===== src/rtl/priority_decoder_pkg.sv =====
// Shared types and helpers for the priority decoder and its companion encoder bench.
package priority_decoder_pkg;

    // Two-state control: waiting for a code, or holding a decoded line.
    typedef enum logic {
        IDLE = 1'b0,
        HOLD = 1'b1
    } state_t;

    // Encoded request codes as produced by the 4-input priority encoder.
    localparam logic [1:0] CODE_D0 = 2'b00;
    localparam logic [1:0] CODE_D1 = 2'b01;
    localparam logic [1:0] CODE_D2 = 2'b10;
    localparam logic [1:0] CODE_D3 = 2'b11;

    // Hold window counter width; bounds HOLD_CYCLES to 1..255.
    localparam int HOLD_W = 8;

    // Expand a 2-bit code into its one-hot line vector {d3,d2,d1,d0}.
    function automatic logic [3:0] code_to_onehot(input logic [1:0] code);
        logic [3:0] onehot;
        case (code)
            CODE_D0: onehot = 4'b0001;
            CODE_D1: onehot = 4'b0010;
            CODE_D2: onehot = 4'b0100;
            CODE_D3: onehot = 4'b1000;
            default: onehot = 4'b0000;
        endcase
        return onehot;
    endfunction

endpackage


===== src/rtl/priority_decoder_sat_counter.sv =====
// Saturating event counter: counts inc pulses, sticks at all-ones, clr/rst zero it.
module sat_counter #(
    parameter int W = 8
) (
    input  logic         clk,
    input  logic         rst,
    input  logic         clr,
    input  logic         inc,
    output logic [W-1:0] q
);

    localparam logic [W-1:0] ONE = W'(1);
    localparam logic [W-1:0] MAX = '1;

    // Advance by one unless already at the ceiling; the ceiling is held, never wrapped.
    function automatic logic [W-1:0] sat_inc(input logic [W-1:0] val);
        return (val == MAX) ? MAX : val + ONE;
    endfunction

    // Clear takes priority over a coincident increment so the cleared value is exact.
    always_ff @(posedge clk) begin
        if (rst || clr) begin
            q <= '0;
        end else if (inc) begin
            q <= sat_inc(q);
        end
    end

endmodule


===== src/rtl/priority_decoder.sv =====
// Registered 2-to-4 decoder for priority-encoder codes with a programmable
// hold window per decoded line and per-line saturating event counters.
module priority_decoder
    import priority_decoder_pkg::*;
#(
    parameter int HOLD_CYCLES = 4,
    parameter int CNT_W       = 8
) (
    input  logic             clk,
    input  logic             rst,
    input  logic             a,
    input  logic             b,
    input  logic             v,
    input  logic             clr_cnt,
    output logic             in_ready,
    output logic             d0,
    output logic             d1,
    output logic             d2,
    output logic             d3,
    output logic             out_valid,
    output logic [CNT_W-1:0] cnt0,
    output logic [CNT_W-1:0] cnt1,
    output logic [CNT_W-1:0] cnt2,
    output logic [CNT_W-1:0] cnt3
);

    if (HOLD_CYCLES < 1 || HOLD_CYCLES > 255) begin : g_bad_hold
        $error("priority_decoder: HOLD_CYCLES must be in 1..255");
    end

    // The window counts down from HOLD_CYCLES-1 to 0, so the line is up for
    // exactly HOLD_CYCLES cycles including the one right after the accept.
    localparam logic [HOLD_W-1:0] HOLD_LOAD = HOLD_W'(HOLD_CYCLES - 1);
    localparam logic [HOLD_W-1:0] HOLD_ONE  = HOLD_W'(1);

    state_t            state;
    logic [HOLD_W-1:0] hold_cnt;
    logic [3:0]        line_q;     // latched code, kept directly in one-hot form
    logic              ready_q;
    logic              valid_q;
    logic              accept;
    logic [3:0]        line_inc;
    logic [CNT_W-1:0]  cnt_q [4];

    // A code is taken only when the decoder is advertising readiness.
    assign accept   = v & ready_q;
    assign line_inc = accept ? code_to_onehot({a, b}) : 4'b0000;

    // Control FSM: all outputs are registered so nothing leaks combinationally from inputs.
    always_ff @(posedge clk) begin
        if (rst) begin
            state    <= IDLE;
            hold_cnt <= '0;
            line_q   <= '0;
            ready_q  <= 1'b1;
            valid_q  <= 1'b0;
        end else begin
            case (state)
                IDLE: begin
                    if (accept) begin
                        state    <= HOLD;
                        hold_cnt <= HOLD_LOAD;
                        line_q   <= code_to_onehot({a, b});
                        ready_q  <= 1'b0;
                        valid_q  <= 1'b1;
                    end
                end
                HOLD: begin
                    if (hold_cnt == '0) begin
                        state   <= IDLE;
                        line_q  <= '0;
                        ready_q <= 1'b1;
                        valid_q <= 1'b0;
                    end else begin
                        hold_cnt <= hold_cnt - HOLD_ONE;
                    end
                end
                default: begin
                    state   <= IDLE;
                    line_q  <= '0;
                    ready_q <= 1'b1;
                    valid_q <= 1'b0;
                end
            endcase
        end
    end

    // One diagnostic counter per decoded line, bumped on the accept edge.
    for (genvar i = 0; i < 4; i++) begin : g_cnt
        sat_counter #(
            .W (CNT_W)
        ) u_cnt (
            .clk (clk),
            .rst (rst),
            .clr (clr_cnt),
            .inc (line_inc[i]),
            .q   (cnt_q[i])
        );
    end

    assign in_ready  = ready_q;
    assign out_valid = valid_q;
    assign d0        = line_q[0];
    assign d1        = line_q[1];
    assign d2        = line_q[2];
    assign d3        = line_q[3];
    assign cnt0      = cnt_q[0];
    assign cnt1      = cnt_q[1];
    assign cnt2      = cnt_q[2];
    assign cnt3      = cnt_q[3];

endmodule


===== config.mk =====
export PLATFORM = sky130hd
export DESIGN_NAME = priority_decoder
export DESIGN_NICKNAME = d
export VERILOG_FILES = /design/src/rtl/priority_decoder_pkg.sv /design/src/rtl/priority_decoder_sat_counter.sv /design/src/rtl/priority_decoder.sv
export SDC_FILE = /design/constraint.sdc
export NUM_CORES = 1
export LEC_CHECK = 0
export ABC_AREA = 1
export CAP_MARGIN = 0
export CORE_ASPECT_RATIO = 2
export CORE_MARGIN = 4
export CORE_UTILIZATION = 50
export DETAILED_ROUTE_END_ITERATION = 6
export PLACE_DENSITY_LB_ADDON = 0.15
export SYNTH_ARGS = -nofsm -noshare
export SYNTH_HDL_FRONTEND = slang
export SYNTH_HIERARCHICAL = 1
export SYNTH_SLANG_ARGS = --single-unit

===== constraint.sdc =====
create_clock -name clk -period 1.9 [get_ports clk]
set_clock_uncertainty 0.2 [all_clocks]
set_input_delay 0.19 -clock clk [delete_from_list [all_inputs] [get_ports clk]]
set_output_delay 0.19 -clock clk [all_outputs]
set_load 0.01 [all_outputs]

==> results of run 1 <==
==> power groups by stage <==
| stage | Combinational (mW) | Sequential [mW] | Clock [mW] |
|---|---|---|---|
| 2_1_floorplan | 0.219 | 1.07 | 0 |
| 3_3_place_gp | 0.344 | 1.07 | 0 |
| 3_5_place_dp | 0.351 | 1.07 | 0 |
| 4_1_cts | 0.352 | 1.05 | 0.617 |
| 5_1_grt | 0.399 | 1.05 | 0.650 |
| 6_report | 0.351 | 1.05 | 0.596 |
==> worst max path at each step <==
stage / startpoint / end / slack (ns) / depth (start not counted)
after global routing: in_ready$_SDFFE_PP1P_ / g_cnt[3].u_cnt/q[7]$_SDFFE_PP0P_ / 0.03 / 9
after global placement: b / g_cnt[2].u_cnt/q[5]$_SDFFE_PP0P_ / -0.06 / 11
after floorplan: in_ready$_SDFFE_PP1P_ / g_cnt[0].u_cnt/q[5]$_SDFFE_PP0P_ / 0.05 / 9
after CTS: hold_cnt[0]$_SDFFE_PP0P_ / hold_cnt[0]$_SDFFE_PP0P_ / 0.16 / 7
final: in_ready$_SDFFE_PP1P_ / g_cnt[1].u_cnt/q[5]$_SDFFE_PP0P_ / 0.17 / 10
after detailed placement: a / g_cnt[1].u_cnt/q[5]$_SDFFE_PP0P_ / -0.10 / 11
==> cells in the mapped netlist (all sizes together) <==
| library cell | n | share of area |
|---|---|---|
| a21oi | 26 | 0.051 |
| nand2 | 93 | 0.14 |
| ha | 5 | 0.024 |
| dfxtp | 47 | 0.37 |
| nand4 | 5 | 0.012 |
| buf | 1 | 0.0029 |
| nor2 | 53 | 0.11 |
| mux2i | 4 | 0.016 |
| xnor2 | 5 | 0.017 |
| xor2 | 4 | 0.014 |
| o21ai | 7 | 0.018 |
| inv | 56 | 0.082 |
| nand3 | 47 | 0.12 |
| clkbuf | 1 | 0.0015 |
| o21bai | 4 | 0.012 |
| nor3 | 4 | 0.0078 |
==> through the flow <==
| stage | TNS (ns) | setup slack, ns | cells | util |
|---|---|---|---|---|
| 6_report | 0 | 0.170 | 486 | 0.665 |
| 5_1_grt | 0 | 0.0285 | 486 | 0.665 |
| 4_1_cts | 0 | 0.157 | 486 | 0.665 |
| 3_5_place_dp | -1.21 | -0.102 | 478 | 0.648 |
| 3_3_place_gp | -0.828 | -0.0642 | 478 | 0.648 |
| 2_1_floorplan | 0 | 0.0501 | 362 | - |
==> worst max-delay path, cell delays in order (launching register included) <==
cell and delay, ns:
dfxtp_1 0.38, nand2_1 0.12, nor3_1 0.21, buf_4 0.18, nand2_1 0.09, nor2_4 0.15
nand2_1 0.07, nand2_1 0.06, nand3_1 0.06, nand2_1 0.06, inv_1 0.04
==> state kept, by name, summed over array words and instances, names as in the netlist <==
register / cells
out_valid: 1
in_ready: 1
hold_cnt: 8
line_q: 4
state: 1
g_cnt.u_cnt/q: 32
==> final cells by class <==
class	count	share of cell area
Clock buffer	7	0.0234
Clock inverter	1	0.00153
Inverter	56	0.0643
Multi-Input combinational cell	257	0.428
Sequential cell	47	0.288
Tap cell	57	0.0218
Timing Repair Buffer	61	0.173
==> routing by layer <==
layer,wire (um),up-vias,part of all wire
met5,0,-,0
met4,112,0,0.019
met3,196,9,0.033
met2,3480,45,0.59
met1,2160,1140,0.36
li1,-,1278,-
==> cells in the final DEF (no fill, tap or decap) <==
cell type         n
nand2_1          88
inv_1            55
dfxtp_1          47
clkdlybuf4s50_1  43
nor2_1           41
nand3_1          39
a21oi_1          26
buf_4            18
nor2_4           12
o21ai_0           6
nand2_2           5
xnor2_1           5
nand4_1           5
clkbuf_8          5
nor3_1            4
o21bai_1          4
nand3_4           4
xor2_1            4
mux2i_1           4
nand3_2           4
ha_1              4
clkbuf_1          2
inv_2             1
o21ai_4           1
ha_2              1
clkinv_2          1
==> logic make-up after synthesis <==
| group | count (synthesis) |
|---|---|
| AND/OR/NAND/NOR | 202 |
| buffers and inverters | 58 |
| flip-flops | 47 |
| AO/OA/AOI/OAI | 37 |
| XOR/XNOR | 9 |
| adder cells (fa/ha/maj) | 5 |
| multiplexers | 4 |
==> results.yml, run 1 <==
outcome:
  status: "finished clean"
logic_synthesis:
  netlist_instances: 362
  synth_xor_xnor_area_share: 0.0308
  seq_area_frac_synth: 0.368
  syn_nets: 373
  muxShareOfSynthArea: 0.0157
  syn_area_um2: 2560
  yosys.area_share.simple: 0.394
  synth_cell_type_count: 22
  synth_top_family_by_area: "simple AND/OR/NAND/NOR gates"
  synth-compound-area-share: 0.0807
  synth-adder-area-share: 0.0245
  postSynthAreaPerCell_um2: 7.06
  ys_ff_latch: 47
  yosysWarnings: 6
power:
  seqPwrFrac: 0.525
  max-vdd-ir-drop_mv: 0.531
  swShare: 0.288
  power_mw: 1.99
  p_sw_mw: 0.574
  power_density_nw_per_um2: 610
  internal_power_mw: 1.42
  p_comb_frac: 0.176
  p_leak_nw: 1.34
  p_clk_frac: 0.299
cts:
  ctsResizeCount: 0
  hold_buffers: 0
  tritoncts: "done"
  numClockSinks: 47
  clkLatencyLatePin_ns: 0.31
  cts_made_buffers: 5
  clock-root-buffer: "clkbuf_8"
  cts.clk_slew.worst_paths_ns: 0.09
  h-tree-depth: 2
  post-cts-setup-buffers: 0
  cts_buffer_depth: 2
sta:
  setup_viol: 0
  slew_headroom: 0.760
  rsz0062_at_grt: "false"
  min_period_over_period: 0.910
  period_needed_ns: 1.73
  report.final.slew_viol_count: 0
  worst_pin_slew_ns: 0.359
  whs_ns: 0.281
  fmax_mhz: 578
  hold_violations: 0
job:
  max_cap_violations: 0
final_layout:
  drive_gt1_frac: 0.121
  fillers: 450
  register_area_um2: 941
  postLayoutCellArea_um2: 3270
  num_antenna_cells: 0
  multi_input_area_um2: 1400
  syn2layout_area_growth_pct: 27.7
  nets: 439
routing:
  firstDrtPassIters: 6
  via_per_inst: 5.09
  wl_um: 5950
  drc: 0
  drt-initial-drc-count: 90
  ant_nets: 0
  via_count: 2472
  routedWlPerCell_um: 12.2
worst_hold_path:
  hold-path-cell-count: 2
  worstHoldStart: "line_q[3]$_SDFFE_PP0P_"
  hold_end: "line_q[3]$_SDFFE_PP0P_"
  hold_class: "flop to flop"
die:
  start_util: 0.521
  num_rows: 36
  die_width_um: 58.6
  die_h_um: 109
  io_pins: 44
  core_um2: 4910
  dieArea_um2: 6390
placement:
  post_dp_cell_area_um2: 3180
  gp_congestion: 0.797
  dp_hpwl_um: 4730
  io_buffers: 43
global_route:
  grt_pass1_wl_um: 10400
  antenna_found_initial: 0
  grt.total_usage: 0.207
  grtUsageMet2: 0.412
  top_usage_layer: "met2"
  overflow: 0
  grt_pass1_vias: 2483
  grt_max_degree: 14
  use_met3: 0.0379
  grt_use_met1: 0.191
setup_path:
  worstPathMaxFanout: 4
  worstSetupPathType: "flop to flop"
  r2r_setup_slack_ns: 0.17
  worstSetupStartpointType: "flop"
  worstReg2RegStart: "in_ready$_SDFFE_PP1P_"
  worst_ep_required_time_ns: 1.91
  rr_endpoint: "g_cnt[1].u_cnt/q[5]$_SDFFE_PP0P_"
  r2r_cells: 10
  critPathCaptureType: "flop"
  cp.arrival_ns: 1.74
No activity file was read; power rests on OpenSTA's default activity.
==> run 2, diff against run 1 <==
--- a/config.mk
+++ b/config.mk
@@ -8,7 +8,6 @@
 export ABC_AREA = 1
 export CAP_MARGIN = 0
 export CORE_ASPECT_RATIO = 2
-export CORE_MARGIN = 4
 export CORE_UTILIZATION = 50
 export DETAILED_ROUTE_END_ITERATION = 6
 export PLACE_DENSITY_LB_ADDON = 0.15
==> results.yml, run 2 (same netlist as run 1, synthesis figures left out) <==
routing:
  drt-initial-drc-count: 45
  drc: 0
  via_count: 2433
  routedWlPerCell_um: 11.3
  via_per_inst: 4.99
  wl_um: 5530
  ant_nets: 0
  firstDrtPassIters: 4
cts:
  post-cts-setup-buffers: 0
  cts_made_buffers: 5
  tritoncts: "done"
  numClockSinks: 47
  h-tree-depth: 2
  hold_buffers: 0
  clkLatencyLatePin_ns: 0.30
  clock-root-buffer: "clkbuf_8"
  cts_buffer_depth: 2
  ctsResizeCount: 0
  cts.clk_slew.worst_paths_ns: 0.09
final_layout:
  largest_reg_flops: 32
  drive_gt1_frac: 0.128
  layout_commonest_cell: "nand2_1"
  top_regs: "g_cnt.u_cnt/q x32, hold_cnt x8, line_q x4"
  nets: 441
  fillers: 438
  syn2layout_area_growth_pct: 28.5
  layout_common_cells: "nand2_1 (88), inv_1 (55), dfxtp_1 (47)"
  final_cells: 488
  top_register: "g_cnt.u_cnt/q"
  num_antenna_cells: 0
  register_area_um2: 941
  multi_input_area_um2: 1400
placement:
  gp_congestion: 0.843
  pre_cts_slack_ns: -0.0970
  io_buffers: 43
  dp_cells: 480
  dp_hpwl_um: 4280
setup_path:
  worstPathMaxFanout: 8
  slowest_stage: "dfxtp_1"
  rr_endpoint: "hold_cnt[0]$_SDFFE_PP0P_"
  worst_ep_required_time_ns: 1.90
  worstSetupStartpointType: "flop"
  path_cells: "inv_1, ha_1, nand2_1, o21ai_4, nand2_2, nor2_1, nor2_1"
  cp.arrival_ns: 1.76
  timing.critical_path.mode_cell: "nor2_1"
  r2r_cells: 7
  worstReg2RegStart: "hold_cnt[0]$_SDFFE_PP0P_"
  slowest_delay_ns: 0.32
  worstSetupPathType: "flop to flop"
  critPathCaptureType: "flop"
  r2r_setup_slack_ns: 0.15
  crit_start: "hold_cnt[0]$_SDFFE_PP0P_"
die:
  io_pins: 44
  dieArea_um2: 5420
  die_h_um: 103
  num_rows: 36
  die_width_um: 52.6
  start_util: 0.521
  core_um2: 4910
worst_hold_path:
  hold_class: "flop to flop"
  hold-path-cell-count: 2
  hold_end: "line_q[0]$_SDFFE_PP0P_"
  worstHoldStart: "line_q[0]$_SDFFE_PP0P_"
sta:
  min_period_over_period: 0.923
  period_needed_ns: 1.75
  slew_headroom: 0.755
  worst_slack_ns: 0.146
  fmax_mhz: 570
  worst_pin_slew_ns: 0.367
  hold_violations: 0
  report.final.slew_viol_count: 0
  setup_tns_ns: 0
  setup_viol: 0
  rsz0062_at_grt: "false"
global_route:
  grt_use_met1: 0.213
  grt.total_usage: 0.216
  antenna_found_initial: 0
  grt_max_degree: 16
  use_met3: 0.0398
  grt_pass1_vias: 2177
  grt_pass1_wl_um: 8850
  grtUsageMet2: 0.403
  top_usage_layer: "met2"
  overflow: 0
outcome:
  status: "finished clean"
job:
  max_cap_violations: 0
power:
  p_leak_nw: 1.35
  power_density_nw_per_um2: 608
  max-vdd-ir-drop_mv: 0.618
==> run 2: area by class of cell <==
class                      count  share of cell area
tap                           57              0.0217
timing repair buffer          63               0.177
sequential                    47               0.286
clock inverter                 3             0.00609
clock buffer                   5              0.0209
inverter                      56              0.0640
multi-input combinational    257               0.424
==> run 2: how the worst max path moves through the flow <==
stage,slack [ns],to,cells past startpoint
6_report,0.15,hold_cnt[0]$_SDFFE_PP0P_,7
3_3_place_gp,-0.10,g_cnt[1].u_cnt/q[5]$_SDFFE_PP0P_,11
5_1_grt,0.02,g_cnt[3].u_cnt/q[5]$_SDFFE_PP0P_,10
4_1_cts,0.16,g_cnt[3].u_cnt/q[5]$_SDFFE_PP0P_,10
3_5_place_dp,-0.1,g_cnt[1].u_cnt/q[5]$_SDFFE_PP0P_,11
2_1_floorplan,0.05,g_cnt[0].u_cnt/q[5]$_SDFFE_PP0P_,9
==> run 2: layer usage <==
metal	share of wire	wire length, um
met5	0	0
met4	0.028	155
met3	0.026	141
met2	0.54	2980
met1	0.41	2240
==> run 2: stage by stage <==
step	utilization	power [mW]	cell area [um^2]	hold slack (ns)
floorplan	-	1.29	2560	0.155
global placement	0.651	1.42	3200	0.265
detailed placement	0.651	1.42	3200	0.270
CTS	0.669	2.02	3290	0.282
global route	0.669	2.11	3290	0.307
finish	0.669	2.00	3290	0.279
==> run 2: worst max-delay path: cells and delay by family, from the launching register on <==
family / cells / cell delay, ns
simple gates: 4 / 0.45
buf+inv: 1 / 0.12
flops: 1 / 0.32
compound gates: 1 / 0.29
fa+ha+maj: 1 / 0.28
==> run 2: power breakdown <==
group          total (mW)  leakage (nW)  switching (mW)  internal (mW)
registers            1.05         0.380          0.0338           1.02
clock network       0.601        0.0402           0.344          0.256
logic               0.344         0.930           0.202          0.142
total                2.00          1.35           0.580           1.42
==> run 3, diff against run 2 <==
--- a/config.mk
+++ b/config.mk
@@ -10,7 +10,7 @@
 export CORE_ASPECT_RATIO = 2
 export CORE_UTILIZATION = 50
 export DETAILED_ROUTE_END_ITERATION = 6
-export PLACE_DENSITY_LB_ADDON = 0.15
+export PLACE_DENSITY = 0.76
 export SYNTH_ARGS = -nofsm -noshare
 export SYNTH_HDL_FRONTEND = slang
 export SYNTH_HIERARCHICAL = 1
==> constraint.sdc (replaced) <==
create_clock -name clk -period 1.9 [get_ports clk]
set_clock_uncertainty 0.2 [all_clocks]
set_input_delay 0.285 -clock clk [delete_from_list [all_inputs] [get_ports clk]]
set_output_delay 0.285 -clock clk [all_outputs]
set_load 0.01 [all_outputs]
==> results.yml, run 3 (same netlist as run 1, synthesis figures left out) <==
outcome:
  status: "finished clean"
setup_path:
  worstPathMaxFanout: 6
  worst_ep_required_time_ns: 1.41
  critPathCaptureType: "primary output"
  worstSetupPathType: "flop to primary output"
  cp.arrival_ns: 1.32
  slowest_delay_ns: 0.58
  worstReg2RegStart: "hold_cnt[0]$_SDFFE_PP0P_"
  worstSetupStartpointType: "flop"
  rr_endpoint: "hold_cnt[0]$_SDFFE_PP0P_"
  r2r_cells: 7
  slowest_stage: "clkdlybuf4s50_1"
  r2r_setup_slack_ns: 0.16
  path_buf_inv: 1
  cpLargestDelayFamily: "buffers and inverters"
  path_cells: "clkdlybuf4s50_1"
global_route:
  antenna_found_initial: 0
  grt_max_degree: 14
  grt_pass1_vias: 2347
  grt.total_usage: 0.235
  overflow: 0
  grt_pass1_wl_um: 9630
sta:
  whs_ns: 0.288
  worst_pin_slew_ns: 0.376
  slew_headroom: 0.749
  min_period_over_period: 0.951
  worst_slack_ns: 0.0935
  setup_viol: 0
  rsz0062_at_grt: "false"
  fmax_mhz: 554
  setup_tns_ns: 0
  report.final.slew_viol_count: 0
  period_needed_ns: 1.81
  hold_violations: 0
routing:
  via_count: 2478
  routedWlPerCell_um: 11.5
  via_per_inst: 5.09
  drt-initial-drc-count: 31
  ant_nets: 0
  drc: 0
  wl_um: 5620
  firstDrtPassIters: 4
worst_hold_path:
  hold_end: "line_q[3]$_SDFFE_PP0P_"
  worstHoldStart: "line_q[3]$_SDFFE_PP0P_"
  hold-path-cell-count: 2
  hold_class: "flop to flop"
final_layout:
  top_register: "g_cnt.u_cnt/q"
  fillers: 439
  num_antenna_cells: 0
  largest_reg_flops: 32
  final_util: 0.670
  final_cells: 487
  nets: 441
  drive_gt1_frac: 0.128
  top_regs: "g_cnt.u_cnt/q x32, hold_cnt x8, line_q x4"
  postLayoutCellArea_um2: 3290
  syn2layout_area_growth_pct: 28.7
  layout_commonest_cell: "nand2_1"
  layout_common_cells: "nand2_1 (88), inv_1 (55), dfxtp_1 (47)"
power:
  p_clk_frac: 0.305
  seqPwrFrac: 0.519
  power_mw: 2.01
  max-vdd-ir-drop_mv: 0.510
  internal_power_mw: 1.45
  p_comb_frac: 0.176
  swShare: 0.282
  p_leak_nw: 1.36
  p_sw_mw: 0.568
  power_density_nw_per_um2: 612
placement:
  dp_cells: 480
  post_dp_cell_area_um2: 3200
  dp_hpwl_um: 4360
  io_buffers: 43
  gp_congestion: 0.822
  pre_cts_slack_ns: -0.174
die:
  die_width_um: 52.6
  dieArea_um2: 5420
  die_h_um: 103
  start_util: 0.521
  num_rows: 36
  io_pins: 44
  core_um2: 4910
cts:
  post-cts-setup-buffers: 0
  cts.clk_slew.worst_paths_ns: 0.08
  cts_buffer_depth: 2
  h-tree-depth: 2
  tritoncts: "done"
  clock-root-buffer: "clkbuf_8"
  numClockSinks: 47
  clkLatencyLatePin_ns: 0.30
  cts_made_buffers: 5
job:
  max_cap_violations: 0
## run 3: how the worst max path moves through the flow
stage                                             endpoint  depth (start not counted)                              from  slack (ns)
after floorplan           g_cnt[0].u_cnt/q[5]$_SDFFE_PP0P_                          9             in_ready$_SDFFE_PP1P_        0.05
after global placement    g_cnt[2].u_cnt/q[5]$_SDFFE_PP0P_                         11                                 b       -0.16
after detailed placement  g_cnt[2].u_cnt/q[6]$_SDFFE_PP0P_                          9                                 b       -0.17
after CTS                                          cnt1[3]                          1  g_cnt[1].u_cnt/q[3]$_SDFFE_PP0P_        0.07
after global routing      g_cnt[3].u_cnt/q[6]$_SDFFE_PP0P_                          9                                 v       0.001
final                                              cnt1[3]                          1  g_cnt[1].u_cnt/q[3]$_SDFFE_PP0P_        0.09
## run 3: what timing repair did
action | CTS | global route
resized for setup | 0 | 1
setup endpoints to repair | 0 | 1
hold buffers | 0 | 0
## run 3: worst reg2reg max path: stages (launching register included)
cell and delay (ns):
dfxtp_1 0.32, inv_1 0.12, ha_1 0.28, nand2_1 0.14, o21ai_4 0.29, nand2_2 0.14, nor2_1 0.10, nor2_1 0.05
## run 3: per-layer routing
layer	GRT usage	part of all wire
met2	0.436	0.54
met3	0.0501	0.041
met4	0.136	0.033
met1	0.226	0.38
met5	0	0
## run 3: cell type report
type                       instances  area [um^2]  share of cell area
multi-input combinational        257         1400               0.425
sequential                        47          941               0.286
timing repair buffer              63          581               0.176
inverter                          56          210              0.0639
clock buffer                       6         82.6              0.0251
tap                               57         71.3              0.0217
clock inverter                     1         5.00             0.00152
## run 3: power groups by stage
stage	combinational (mW)	sequential (mW)	clock, mW
CTS	0.352	1.05	0.644
global route	0.398	1.05	0.679
floorplan	0.219	1.07	0
global placement	0.347	1.07	0
detailed placement	0.351	1.07	0
finish	0.355	1.04	0.615
